## config.mk

```make
export PLATFORM = sky130hd
export DESIGN_NAME = pet_key_injector
export DESIGN_NICKNAME = d
export VERILOG_FILES = /design/src/rtl/pet_key_injector.sv
export SDC_FILE = /design/constraint.sdc
export NUM_CORES = 1
export LEC_CHECK = 0
export ABC_AREA = 1
export ABC_CLOCK_PERIOD_IN_PS = 5180
export CORE_UTILIZATION = 33
export CTS_CLUSTER_DIAMETER = 200
export DETAILED_ROUTE_END_ITERATION = 7
export GPL_ROUTABILITY_DRIVEN = 0
export HOLD_SLACK_MARGIN = 0.08
export SYNTH_ARGS = -nofsm -noshare
export SYNTH_HDL_FRONTEND = slang
export SYNTH_SLANG_ARGS = --single-unit
```

## constraint.sdc

```tcl
create_clock -name clk -period 5.18 [get_ports clk]
set_input_delay 0.777 -clock clk [delete_from_list [all_inputs] [get_ports clk]]
set_output_delay 0.777 -clock clk [all_outputs]
set_load 0.02 [all_outputs]
```

## src/rtl/pet_key_injector.sv

```systemverilog
// -----------------------------------------------------------------------------
// pet_key_injector
//   Types key codes into a Commodore PET keyboard matrix. Codes are queued in a
//   small FIFO; a sequencer pops them one at a time. For each code it optionally
//   presses shift alone, then presses the key (plus shift), then releases
//   everything for a gap. The PIA row select (keyrow) is answered one cycle
//   later with active-low column bits.
//
// Ports
//   clk          in   system clock, rising edge
//   reset_n      in   asynchronous active-low reset
//   code[7:0]    in   [7]=shift, [6:3]=row, [2:0]=column
//   code_strobe  in   one-cycle FIFO write of code
//   suspend      in   freeze sequencer and timers (FIFO still accepts writes)
//   flush        in   empty FIFO, sequencer back to idle
//   keyrow[3:0]  in   row being scanned by the PIA
//   keyin[7:0]   out  active-low column bits for keyrow (registered)
//   busy         out  sequencer active or FIFO not empty
//   level        out  FIFO occupancy 0..DEPTH
//   overflow     out  sticky: a write was dropped on a full FIFO
//   bad_code     out  sticky: a popped code had row >= NROWS
// -----------------------------------------------------------------------------
module pet_key_injector #(
    parameter int DEPTH       = 16,
    parameter int HOLD_CYCLES = 2500000,
    parameter int GAP_CYCLES  = 1500000,
    parameter int SHIFT_LEAD  = 250000,
    parameter int NROWS       = 10,
    parameter int SHIFT_ROW   = 8,
    parameter int SHIFT_COL   = 0
) (
    input  logic                     clk,
    input  logic                     reset_n,
    input  logic [7:0]               code,
    input  logic                     code_strobe,
    input  logic                     suspend,
    input  logic                     flush,
    input  logic [3:0]               keyrow,
    output logic [7:0]               keyin,
    output logic                     busy,
    output logic [$clog2(DEPTH):0]   level,
    output logic                     overflow,
    output logic                     bad_code
);

    localparam int AW = $clog2(DEPTH);
    localparam int LW = AW + 1;

    // Timer only ever holds (parameter - 1), so clog2 of the largest is enough.
    localparam int MAX_HG = (HOLD_CYCLES > GAP_CYCLES) ? HOLD_CYCLES : GAP_CYCLES;
    localparam int MAXP   = (MAX_HG > SHIFT_LEAD) ? MAX_HG : SHIFT_LEAD;
    localparam int TW     = (MAXP < 2) ? 1 : $clog2(MAXP);

    localparam logic [TW-1:0] T_HOLD  = TW'((HOLD_CYCLES > 0) ? HOLD_CYCLES - 1 : 0);
    localparam logic [TW-1:0] T_GAP   = TW'((GAP_CYCLES  > 0) ? GAP_CYCLES  - 1 : 0);
    localparam logic [TW-1:0] T_SHIFT = TW'((SHIFT_LEAD  > 0) ? SHIFT_LEAD  - 1 : 0);
    localparam bit            HAS_SHIFT = (SHIFT_LEAD > 0);
    localparam bit            HAS_GAP   = (GAP_CYCLES > 0);

    localparam logic [3:0] SH_ROW = 4'(SHIFT_ROW);
    localparam logic [2:0] SH_COL = 3'(SHIFT_COL);
    localparam logic [4:0] ROWS   = 5'(NROWS);

    typedef enum logic [1:0] {S_IDLE, S_SHIFT, S_PRESS, S_GAP} state_t;

    // -------------------------------------------------------------------------
    // Reset release synchronizer: assertion is immediate, the design only
    // starts acting two clocks after reset_n rises.
    // -------------------------------------------------------------------------
    logic [1:0] r_rst_sync;
    logic       w_run;

    always_ff @(posedge clk or negedge reset_n) begin
        if (!reset_n) r_rst_sync <= 2'b00;
        else          r_rst_sync <= {r_rst_sync[0], 1'b1};
    end

    assign w_run = r_rst_sync[1];

    // -------------------------------------------------------------------------
    // FIFO
    // -------------------------------------------------------------------------
    logic [7:0]    r_mem [DEPTH];
    logic [AW-1:0] r_wptr, r_rptr;
    logic [LW-1:0] r_level;
    logic          r_overflow, r_bad_code;

    logic [7:0] w_head;
    logic       w_empty, w_full, w_pop, w_wr, w_ovf, w_head_bad;

    state_t        r_state, w_state_nxt;
    logic [TW-1:0] r_timer, w_timer_nxt;
    logic [7:0]    r_key,   w_key_nxt;
    logic          w_bad_set;

    assign w_head     = r_mem[r_rptr];
    assign w_empty    = (r_level == '0);
    assign w_full     = (r_level == LW'(DEPTH));
    assign w_head_bad = ({1'b0, w_head[6:3]} >= ROWS);

    // Pop only from idle; flush wins over everything.
    assign w_pop = w_run && !flush && !suspend && (r_state == S_IDLE) && !w_empty;
    // A full FIFO still accepts a write when the same cycle pops.
    assign w_wr  = w_run && !flush && code_strobe && (!w_full || w_pop);
    assign w_ovf = w_run && !flush && code_strobe && w_full && !w_pop;

    always_ff @(posedge clk) begin
        if (w_wr) r_mem[r_wptr] <= code;
    end

    always_ff @(posedge clk or negedge reset_n) begin
        if (!reset_n) begin
            r_wptr     <= '0;
            r_rptr     <= '0;
            r_level    <= '0;
            r_overflow <= 1'b0;
            r_bad_code <= 1'b0;
        end else begin
            if (flush) begin
                r_wptr  <= '0;
                r_rptr  <= '0;
                r_level <= '0;
            end else begin
                if (w_wr)  r_wptr <= r_wptr + AW'(1);
                if (w_pop) r_rptr <= r_rptr + AW'(1);
                case ({w_wr, w_pop})
                    2'b10:   r_level <= r_level + LW'(1);
                    2'b01:   r_level <= r_level - LW'(1);
                    default: r_level <= r_level;
                endcase
            end
            if (w_ovf)     r_overflow <= 1'b1;
            if (w_bad_set) r_bad_code <= 1'b1;
        end
    end

    // -------------------------------------------------------------------------
    // Sequencer
    // -------------------------------------------------------------------------
    always_ff @(posedge clk or negedge reset_n) begin
        if (!reset_n) begin
            r_state <= S_IDLE;
            r_timer <= '0;
            r_key   <= 8'h00;
        end else begin
            r_state <= w_state_nxt;
            r_timer <= w_timer_nxt;
            r_key   <= w_key_nxt;
        end
    end

    always_comb begin
        w_state_nxt = r_state;
        w_timer_nxt = r_timer;
        w_key_nxt   = r_key;
        w_bad_set   = 1'b0;
        if (flush) begin
            w_state_nxt = S_IDLE;
            w_timer_nxt = '0;
        end else if (w_run && !suspend) begin
            case (r_state)
                S_IDLE: begin
                    if (w_pop) begin
                        if (w_head_bad) begin
                            // Discard and try the next entry on the next cycle.
                            w_bad_set = 1'b1;
                        end else begin
                            w_key_nxt = w_head;
                            if (w_head[7] && HAS_SHIFT) begin
                                w_state_nxt = S_SHIFT;
                                w_timer_nxt = T_SHIFT;
                            end else begin
                                w_state_nxt = S_PRESS;
                                w_timer_nxt = T_HOLD;
                            end
                        end
                    end
                end
                S_SHIFT: begin
                    if (r_timer == '0) begin
                        w_state_nxt = S_PRESS;
                        w_timer_nxt = T_HOLD;
                    end else begin
                        w_timer_nxt = r_timer - TW'(1);
                    end
                end
                S_PRESS: begin
                    if (r_timer == '0) begin
                        w_state_nxt = HAS_GAP ? S_GAP : S_IDLE;
                        w_timer_nxt = T_GAP;
                    end else begin
                        w_timer_nxt = r_timer - TW'(1);
                    end
                end
                S_GAP: begin
                    if (r_timer == '0) begin
                        w_state_nxt = S_IDLE;
                        w_timer_nxt = '0;
                    end else begin
                        w_timer_nxt = r_timer - TW'(1);
                    end
                end
                default: begin
                    w_state_nxt = S_IDLE;
                    w_timer_nxt = '0;
                end
            endcase
        end
    end

    // -------------------------------------------------------------------------
    // Matrix response: one cycle after keyrow is sampled.
    // -------------------------------------------------------------------------
    logic       w_shift_on, w_key_on;
    logic [7:0] w_keyin_nxt;
    logic [7:0] r_keyin;

    assign w_shift_on = (r_state == S_SHIFT) || ((r_state == S_PRESS) && r_key[7]);
    assign w_key_on   = (r_state == S_PRESS);

    always_comb begin
        w_keyin_nxt = 8'hFF;
        if ({1'b0, keyrow} < ROWS) begin
            // Both may clear bits in the same row; they simply combine.
            if (w_shift_on && (keyrow == SH_ROW)) w_keyin_nxt[SH_COL]     = 1'b0;
            if (w_key_on && (keyrow == r_key[6:3])) w_keyin_nxt[r_key[2:0]] = 1'b0;
        end
    end

    always_ff @(posedge clk or negedge reset_n) begin
        if (!reset_n) r_keyin <= 8'hFF;
        else          r_keyin <= w_keyin_nxt;
    end

    assign keyin    = r_keyin;
    assign busy     = (r_state != S_IDLE) || !w_empty;
    assign level    = r_level;
    assign overflow = r_overflow;
    assign bad_code = r_bad_code;

endmodule

```

==> impl_metrics.json <==
{
  "status": "complete, no violations",
  "ctsResizeCount": 0,
  "max_stage_delay_ns": 0.85,
  "clk_path_buf_depth": 2,
  "drt-initial-drc-count": 545,
  "cts_root_buffer": "clkbuf_16",
  "worst_pin_slew_ns": 0.948,
  "rows": 59,
  "ys_ff_latch": 185,
  "fill_cells": 2560,
  "cts_tree": "done",
  "skew_ns": 0.0187,
  "ioPinCount": 33,
  "vias_per_cell": 4.99,
  "drtAntennaViolNets": 0,
  "seq_power_share": 0.410,
  "synth_top_area_frac": 0.440,
  "synth.avg_cell_area_sq_um": 9.64,
  "die_w_um": 165,
  "post_cts_buffers": 0,
  "cts.sinks": 185,
  "netlist_top_cells_area": "edfxtp_1 44%, dfrtp_1 14%, nand2_1 9.9%, nor2_1 5.7%, nand3_1 4.3%",
  "hold_class": "flop to flop",
  "setup_violations": 0,
  "syn_area_sq_um": 8730,
  "wl_per_cell_um": 16.6,
  "period_share": 0.675,
  "final_layout_size_suffix_gt1_frac": 0.0617,
  "swShare": 0.375,
  "hold_start": "r_rst_sync[0]",
  "synth_cell_types": 42,
  "grt_pass1_vias": 6206,
  "htreeDepth": 4,
  "grt_pass1_wl_um": 34600,
  "portBuffers": 32,
  "end_kind": "flop",
  "hold_viol": 0,
  "insertion_delay_ns": 0.45,
  "synth_nets": 938,
  "crit_type": "input port to flop",
  "initial_core_util": 0.336,
  "yosysWarnings": 0,
  "p_leak_nw": 4.00,
  "p_per_area_nw_per_um2": 457,
  "reg2reg_to": "r_timer[16]",
  "start_kind": "input port",
  "place_hpwl_um": 14000,
  "reg2reg_depth": 13,
  "report.final.slew_viol_count": 0,
  "final_nets": 959,
  "fmax_ghz": 0.286,
  "worstPathArrival_ns": 3.81,
  "crit_chain": "clkdlybuf4s50_1 -> inv_1 -> nand3_1 -> inv_1 -> nor2_1 -> inv_1 -> fa_1 -> o21ai_0 -> a21oi_1 -> xor2_1 -> xor2_1 -> nand3_1 -> o21ai_0",
  "first_pass_iters": 5,
  "intPower_w": 0.00284,
  "vdd_ir_drop_max_v": 0.000249,
  "cpMostUsedCell": "inv_1",
  "core_area_sq_um": 26000,
  "critical_path.slowest_cell": "clkdlybuf4s50_1",
  "drt-total-wl_um": 21200,
  "whs_path_depth": 0,
  "antenna_found_initial": 0,
  "fin_crit_ns": 3.50,
  "hold_end": "r_rst_sync[1]",
  "vias": 6365,
  "switchingPower_w": 0.00171,
  "ys_seq_area_frac": 0.604,
  "die_area_sq_um": 27100,
  "cts_made_buffers": 17,
  "area_growth_pct": 13.8,
  "power_frac_comb": 0.285,
  "path_max_fanout": 13,
  "p_total_w": 0.00455,
  "die_y_um": 165,
  "rr_startpoint": "r_rptr[0]",
  "netlist_instances": 906,
  "grt_max_degree": 62,
  "slew_headroom": 0.368,
  "drv_cap": 0,
  "rrSetupSlack_ns": 1.97,
  "required_ns": 5.49,
  "rsz0062_at_grt": "false",
  "drc": 0,
  "overflow": 0,
  "clockPowerShare": 0.306,
  "hold_buffers": 0,
  "track_usage": 0.168,
  "cts.clk_slew.worst_paths_ns": 0.07,
  "synth_top_area_cell": "edfxtp_1",
  "setup_tns_ns": 0,
  "diodes": 0
}
worst max-delay path by stage:
stage          cells after the start  endpoint  slack (ns)    start
2_1_floorplan                     13  level[4]        2.45  suspend
3_3_place_gp                      13  level[4]        1.45    flush
3_5_place_dp                      13  level[4]        1.30    flush
4_1_cts                           13  level[4]        1.76    flush
5_1_grt                           13  level[4]        1.35    flush
6_report                          13  level[4]        1.68    flush
metal layers:
layer / track usage / vias to the layer above / part of all wire
met1: 0.231 / 3050 / 0.46
met5: 0 / - / 0
li1: - / 3103 / -
met2: 0.265 / 181 / 0.47
met4: 0.0676 / 0 / 0.021
met3: 0.0256 / 31 / 0.048
critical path: cells and delay by family:
| kind | cells | cell delay, ns |
|---|---|---|
| buffers and inverters | 4 | 1.37 |
| AND/OR/NAND/NOR | 3 | 0.54 |
| adder cells (fa/ha/maj) | 1 | 0.42 |
| AO/OA/AOI/OAI | 3 | 0.39 |
| XOR/XNOR | 2 | 0.30 |
per-stage QoR:
step	area (sq um)	util	cells	hold slack, ns	worst slack (ns)
6_report	9940	0.383	1275	0.351	1.68
5_1_grt	9940	0.383	1275	0.360	1.35
4_1_cts	9940	0.383	1275	0.357	1.76
3_5_place_dp	9290	0.358	1243	0.341	1.30
3_3_place_gp	9290	0.358	1243	0.333	1.45
2_1_floorplan	8730	-	906	0.331	2.45
area by class of cell:
cell class,instances,area [sq um],area share
inverters,65,248,0.0249
clock buffers,17,425,0.0428
clock inverters,15,228,0.0229
repair buffers,35,338,0.0340
flip-flops and latches,185,5280,0.531
well taps,335,419,0.0422
multi-input cells,623,3000,0.302
cells in the mapped netlist (all sizes together):
master / n
nand2: 235
nor2: 134
edfxtp: 128
nand3: 75
o21ai: 68
inv: 63
dfrtp: 49
a21oi: 26
buf: 20
xor2: 16
ha: 14
clkbuf: 13
o221ai: 9
dfstp: 8
nor3: 8
nand4: 7
o22ai: 6
nand3b: 4
xnor2: 4
o211ai: 3
clkinv: 2
nor4: 2
o2111ai: 2
o21a: 2
o21bai: 2
a211oi: 1
a22o: 1
a32o: 1
conb: 1
fa: 1
or2: 1
power by group through the flow:
stage          combinational [W]  sequential (W)  clock [W]
2_1_floorplan           0.000978         0.00184          0
3_3_place_gp             0.00128         0.00189          0
3_5_place_dp             0.00129         0.00189          0
4_1_cts                  0.00130         0.00186    0.00141
5_1_grt                  0.00148         0.00189    0.00146
6_report                 0.00130         0.00186    0.00139
cell families (layout without fill, tap and decap cells):
family                     after synthesis  in the layout  share of synthesized area
xor gates and xnor gates                20             20                     0.0201
other                                    1              1                   0.000429
and+or+nand+nor                        466            466                      0.222
DFF                                    185            185                      0.604
buffers and inverters                   98            132                     0.0516
adders and majority gates               15             15                     0.0223
AOI/OAI and AO/OA                      121            121                     0.0791
state kept, by name, indices dropped and copies added, names as in the netlist:
name	count
overflow	1
r_rst_sync	2
keyin	8
bad_code	1
r_rptr	4
level	5
r_timer	22
r_key	8
r_mem	128
r_wptr	4
r_state	2
cells in the final DEF, fill, tap and decap left out, types with 4 or more instances in the layout:
cell / Yosys / routed
a21oi_1: 26 / 26
clkbuf_16: 0 / 17
clkdlybuf4s50_1: 0 / 31
clkinv_8: 0 / 6
dfrtp_1: 49 / 48
dfstp_2: 8 / 8
edfxtp_1: 128 / 128
ha_1: 14 / 14
inv_1: 59 / 59
nand2_1: 231 / 231
nand3_1: 75 / 75
nand3b_1: 4 / 4
nand4_1: 7 / 7
nor2_1: 133 / 133
nor3_1: 8 / 8
o21ai_0: 58 / 58
o21ai_1: 8 / 8
o221ai_1: 9 / 9
o22ai_1: 6 / 6
xnor2_1: 4 / 4
xor2_1: 16 / 16
Power figures use the tool's default switching activity.
